==> src/rtl/mem_rr_arbiter.sv <==
`default_nettype none
// ============================================================================
// Module  : mem_rr_arbiter
// Two-port round-robin sequencer that issues one request at a time to a
// single-port memory and routes read data back to the requesting port.
// Rev     : 1.0
// ============================================================================
module mem_rr_arbiter #(
    parameter int ADDR_W     = 8,
    parameter int DATA_W     = 32,
    parameter int RD_LATENCY = 1
) (
    input  logic              clk,
    input  logic              rst_n,
    input  logic              req0_i,
    input  logic              req1_i,
    input  logic              we0_i,
    input  logic              we1_i,
    input  logic [ADDR_W-1:0] addr0_i,
    input  logic [ADDR_W-1:0] addr1_i,
    input  logic [DATA_W-1:0] wdata0_i,
    input  logic [DATA_W-1:0] wdata1_i,
    output logic              gnt0_o,
    output logic              gnt1_o,
    output logic              rvalid0_o,
    output logic              rvalid1_o,
    output logic [DATA_W-1:0] rdata0_o,
    output logic [DATA_W-1:0] rdata1_o,
    output logic              busy_o,
    output logic [ADDR_W-1:0] mem_addr_o,
    output logic              mem_wr_en_o,
    output logic              mem_rd_en_o,
    output logic [DATA_W-1:0] mem_wdata_o,
    input  logic [DATA_W-1:0] mem_rdata_i
);

    localparam int               CNT_W    = (RD_LATENCY < 2) ? 1 : $clog2(RD_LATENCY + 1);
    localparam logic [CNT_W-1:0] CNT_INIT = CNT_W'(RD_LATENCY);
    localparam logic [CNT_W-1:0] CNT_ONE  = CNT_W'(1);

    typedef enum logic [1:0] {
        ST_IDLE  = 2'd0,
        ST_ISSUE = 2'd1,
        ST_RWAIT = 2'd2
    } state_t;

    state_t             state_q;
    logic               rr_ptr_q;
    logic               id_q;
    logic               we_q;
    logic [CNT_W-1:0]   cnt_q;
    logic               gnt0_q;
    logic               gnt1_q;
    logic               rvalid0_q;
    logic               rvalid1_q;
    logic [DATA_W-1:0]  rdata0_q;
    logic [DATA_W-1:0]  rdata1_q;
    logic               busy_q;
    logic [ADDR_W-1:0]  mem_addr_q;
    logic               mem_wr_en_q;
    logic               mem_rd_en_q;
    logic [DATA_W-1:0]  mem_wdata_q;

    logic               win_id;
    logic               win_we;
    logic [ADDR_W-1:0]  win_addr;
    logic [DATA_W-1:0]  win_wdata;

    // Port 1 wins when it is the only requester or when it holds the turn.
    always_comb begin
        win_id    = req1_i & (~req0_i | rr_ptr_q);
        win_we    = win_id ? we1_i    : we0_i;
        win_addr  = win_id ? addr1_i  : addr0_i;
        win_wdata = win_id ? wdata1_i : wdata0_i;
    end

    always_ff @(posedge clk or negedge rst_n) begin
        if (!rst_n) begin
            state_q     <= ST_IDLE;
            rr_ptr_q    <= 1'b0;
            id_q        <= 1'b0;
            we_q        <= 1'b0;
            cnt_q       <= '0;
            gnt0_q      <= 1'b0;
            gnt1_q      <= 1'b0;
            rvalid0_q   <= 1'b0;
            rvalid1_q   <= 1'b0;
            rdata0_q    <= '0;
            rdata1_q    <= '0;
            busy_q      <= 1'b0;
            mem_addr_q  <= '0;
            mem_wr_en_q <= 1'b0;
            mem_rd_en_q <= 1'b0;
            mem_wdata_q <= '0;
        end else begin
            gnt0_q      <= 1'b0;
            gnt1_q      <= 1'b0;
            rvalid0_q   <= 1'b0;
            rvalid1_q   <= 1'b0;
            mem_wr_en_q <= 1'b0;
            mem_rd_en_q <= 1'b0;
            case (state_q)
                ST_IDLE: begin
                    if (req0_i | req1_i) begin
                        // Grant and memory strobes are launched together so they
                        // are both visible during the ISSUE cycle.
                        state_q     <= ST_ISSUE;
                        busy_q      <= 1'b1;
                        id_q        <= win_id;
                        we_q        <= win_we;
                        gnt0_q      <= ~win_id;
                        gnt1_q      <= win_id;
                        mem_addr_q  <= win_addr;
                        mem_wr_en_q <= win_we;
                        mem_rd_en_q <= ~win_we;
                        mem_wdata_q <= win_we ? win_wdata : '0;
                    end
                end
                ST_ISSUE: begin
                    rr_ptr_q <= ~id_q;
                    if (we_q) begin
                        state_q <= ST_IDLE;
                        busy_q  <= 1'b0;
                    end else begin
                        state_q <= ST_RWAIT;
                        cnt_q   <= CNT_INIT;
                    end
                end
                ST_RWAIT: begin
                    if (cnt_q == CNT_ONE) begin
                        state_q <= ST_IDLE;
                        busy_q  <= 1'b0;
                        if (id_q) begin
                            rdata1_q  <= mem_rdata_i;
                            rvalid1_q <= 1'b1;
                        end else begin
                            rdata0_q  <= mem_rdata_i;
                            rvalid0_q <= 1'b1;
                        end
                    end else begin
                        cnt_q <= cnt_q - CNT_ONE;
                    end
                end
                default: begin
                    state_q <= ST_IDLE;
                    busy_q  <= 1'b0;
                end
            endcase
        end
    end

    assign gnt0_o      = gnt0_q;
    assign gnt1_o      = gnt1_q;
    assign rvalid0_o   = rvalid0_q;
    assign rvalid1_o   = rvalid1_q;
    assign rdata0_o    = rdata0_q;
    assign rdata1_o    = rdata1_q;
    assign busy_o      = busy_q;
    assign mem_addr_o  = mem_addr_q;
    assign mem_wr_en_o = mem_wr_en_q;
    assign mem_rd_en_o = mem_rd_en_q;
    assign mem_wdata_o = mem_wdata_q;

endmodule
`default_nettype wire

==> config.mk <==
export PLATFORM = sky130hd
export DESIGN_NAME = mem_rr_arbiter
export DESIGN_NICKNAME = d
export VERILOG_FILES = /design/src/rtl/mem_rr_arbiter.sv
export SDC_FILE = /design/constraint.sdc
export NUM_CORES = 1
export LEC_CHECK = 0
export BUFFER_PORTS_ARGS = -buffer_cell sky130_fd_sc_hd__buf_4
export CAP_MARGIN = 20
export CORE_MARGIN = 2
export CORE_UTILIZATION = 47
export CTS_CLUSTER_SIZE = 10
export DETAILED_ROUTE_END_ITERATION = 10
export PLACE_DENSITY = 0.8
export SLEW_MARGIN = 20
export SYNTH_ARGS = -nofsm -noshare
export SYNTH_HDL_FRONTEND = slang
export SYNTH_SLANG_ARGS = --single-unit
==> constraint.sdc <==
create_clock -name clk -period 2 [get_ports clk]
set_clock_uncertainty 0.1 [all_clocks]
set_input_delay 0.6 -clock clk [delete_from_list [all_inputs] [get_ports clk]]
set_output_delay 0.6 -clock clk [all_outputs]
set_load 0.05 [all_outputs]
==> results.sh <==
export IMPL_cp_start_kind="register"
export IMPL_drtIter0Drc=257
export IMPL_grt_max_degree=67
export IMPL_fin_tns_setup_ns=0
export IMPL_maxSlewHeadroom_pct=60.8
export IMPL_fmax_ghz=0.555
export IMPL_dr_pass1_iters=4
export IMPL_ir_worst_vdd_mv=1.12
export IMPL_core_area_sq_mm=0.0104
export IMPL_track_usage_pct=24.3
export IMPL_syn_area_sq_mm=0.00505
export IMPL_setup_ws_ns=0.197
export IMPL_die_area_sq_mm=0.0116
export IMPL_cap_violations=0
export IMPL_hold_class="input port to register"
export IMPL_drive_gt1_share_pct=54.8
export IMPL_std_cell_rows=37
export IMPL_yosysSeqAreaShare_pct=57.9
export IMPL_synthDistinctLibCells=31
export IMPL_status="completed"
export IMPL_path_clk_slew_ns=0.06
export IMPL_synth_area_top_cells="dfrtp_1 (58%), mux2_2 (14%), o2111ai_1 (5.5%), o211ai_1 (5.0%), a31oi_1 (4.2%)"
export IMPL_cp_max_fo=2
export IMPL_htree_levels=4
export IMPL_drv_slew=0
export IMPL_yosys_mux_area_fraction_pct=14.3
export IMPL_placed_area_sq_mm=0.00695
export IMPL_timing_critical_path_buf_inv=1
export IMPL_synth_top_family_by_area="compound AO/OA/AOI/OAI gates"
export IMPL_antenna_found_initial=0
export IMPL_crit_slowest_cell="dfrtp_1"
export IMPL_synth_edf_count=0
export IMPL_clk_path_buf_depth=2
export IMPL_place_ws_ns=0.0885
export IMPL_p_per_area_mw_per_mm2=2110
export IMPL_yosysTopAreaCellShare_pct=57.9
export IMPL_synth_simple_gate_area_share_pct=1.83
export IMPL_grt_pass1_vias=4338
export IMPL_insertion_delay_ns=0.49
export IMPL_yosysMostFrequentCell="dfrtp_1"
export IMPL_port_buffers=228
export IMPL_initial_core_util_pct=48.7
export IMPL_synthAdderAreaFrac_pct=0
export IMPL_rsz0062_at_grt="no"
export IMPL_ys_top_cells_by_count="dfrtp_1 (117), mux2_2 (63), a21oi_1 (35), a31oi_1 (34), o211ai_1 (34)"
export IMPL_p_leak_nw=3.43
export IMPL_areaGrowthSynthToFinish_pct=49.4
export IMPL_endpoint_kind="primary output"
export IMPL_crit_family="flip-flops"
export IMPL_power_total_mw=15.9
export IMPL_syn_inst=399
export IMPL_postCtsSetupBuffers=0
export IMPL_dieWidth_um=108
export IMPL_async_flop_share_pct=100
export IMPL_cts_tree="done"
export IMPL_wl_per_cell_um=18.2
export IMPL_vias=4420
export IMPL_gp_congestion=0.837
export IMPL_num_antenna_cells=0
export IMPL_root_buffer="clkbuf_8"
export IMPL_ioPinCount=229
export IMPL_cts_buffers_inserted=17
export IMPL_fin_crit_sh_pct=90.2
export IMPL_cp_slowest_stage_delay_ns=0.40
export IMPL_route_detailed_drc=0
export IMPL_arrival_ns=1.10
export IMPL_critical_path_class="register to primary output"
export IMPL_finish_instance_area_sq_mm=0.00755
export IMPL_ant_nets=0
export IMPL_yosys_area_top_type="dfrtp_1"
export IMPL_synth_compound_area_share_pct=21.9
export IMPL_cts_resized=0
export IMPL_ys_ff_latch=117
export IMPL_synth_avg_cell_area_sq_um=12.7
export IMPL_synth_warnings=0
export IMPL_path_cells="buf_4"
export IMPL_tightest_slew_ns=0.587
export IMPL_fin_crit_ns=1.80
export IMPL_setup_violations=0
export IMPL_syn_nets=517
export IMPL_ys_flop_type="dfrtp_1"
export IMPL_fin_nets=740
export IMPL_overflow=0
export IMPL_grt_pass1_wl_mm=22.0
export IMPL_synthXorXnorAreaFrac_pct=0
export IMPL_cp_required_ns=1.30
export IMPL_wl_mm=14.1
export IMPL_vias_per_cell=5.73
export IMPL_dpl_hpwl_mm=9.72
export IMPL_die_h_um=108
export IMPL_clock_sinks=117
export IMPL_fin_util_pct=72.8
export IMPL_hold_viol=0
-- worst paths after layout --
kind / from / end / slack, ns / cells after the start
worst min-delay path: addr1_i[6] / mem_addr_o[6]$_DFFE_PN0P_ / 0.23 / 2
min in group asynchronous: rst_n / rdata0_o[10]$_DFFE_PN0P_ / 0.55 / 3
worst max register to register: state_q[1]$_DFFE_PN0P_ / mem_addr_o[2]$_DFFE_PN0P_ / 0.26 / 5
max in group asynchronous: rst_n / rdata1_o[29]$_DFFE_PN0P_ / 0.93 / 3
worst min register to register: rdata0_o[6]$_DFFE_PN0P_ / rdata0_o[6]$_DFFE_PN0P_ / 0.39 / 1
worst max-delay path: mem_wdata_o[18]$_DFFE_PN0P_ / mem_wdata_o[18] / 0.20 / 1
-- flip-flops by register name, summed over array words and instances, names as in the netlist --
| signal | count |
|---|---|
| gnt1_o | 1 |
| rdata0_o | 32 |
| id_q | 1 |
| busy_o | 1 |
| mem_rd_en_o | 1 |
| we_q | 1 |
| state_q | 2 |
| rvalid1_o | 1 |
| mem_wdata_o | 32 |
| mem_wr_en_o | 1 |
| cnt_q | 1 |
| rvalid0_o | 1 |
| mem_addr_o | 8 |
| gnt0_o | 1 |
| rdata1_o | 32 |
| rr_ptr_q | 1 |
-- per-layer routing --
layer	share of wire (%)	track usage [%]	vias to the layer above
met5	0	0	-
li1	-	-	2008
met1	41	32.0	2154
met3	8.2	5.75	12
met4	0.88	5.68	0
met2	50	40.7	246
-- cell type report --
type	instances	area, sq um
well taps	136	170
clock buffers	18	418
fillers	704	2820
clock inverters	14	176
flip-flops and latches	117	2930
multi-input cells	233	1920
inverters	5	18.8
repair buffers	248	1910
-- stage by stage --
step | hold slack (ns) | instances
global route | 0.211 | 771
finish | 0.235 | 771
detailed placement | 0.377 | 738
CTS | 0.210 | 771
floorplan | 0.204 | 399
global placement | 0.373 | 738
-- layout by cell type, fill, tap and decap left out, drive strengths merged, types with 2 or more instances in the layout --
cell type,count
clkbuf,18
a31oi,34
o211ai,34
a221o,7
a21boi,7
o21ai,4
a21oi,35
bufinv,3
clkinvlp,2
nand2,2
inv,7
clkinv,7
dfrtp,117
o2111ai,32
nor2,2
buf,247
mux2,64
-- where the power goes --
group / switching [mW] / internal [mW] / total, mW / leakage, nW
sequential: 0.711 / 3.56 / 4.27 / 1.40
clock: 1.10 / 1.91 / 3.01 / 0.287
combinational: 5.83 / 2.80 / 8.63 / 1.75
-- logic make-up after synthesis --
kind of cell           after synthesis
AOI/OAI and AO/OA                  157
and+or+nand+nor                     12
DFF                                117
muxes                               64
buffers and inverters               49
-- repair_timing --
item | CTS | global route
hold endpoints to repair | 3 | 0
hold buffers | 1 | 0
setup endpoints to repair | 0 | 0
Note: power is estimated with default switching activity, not from simulation.
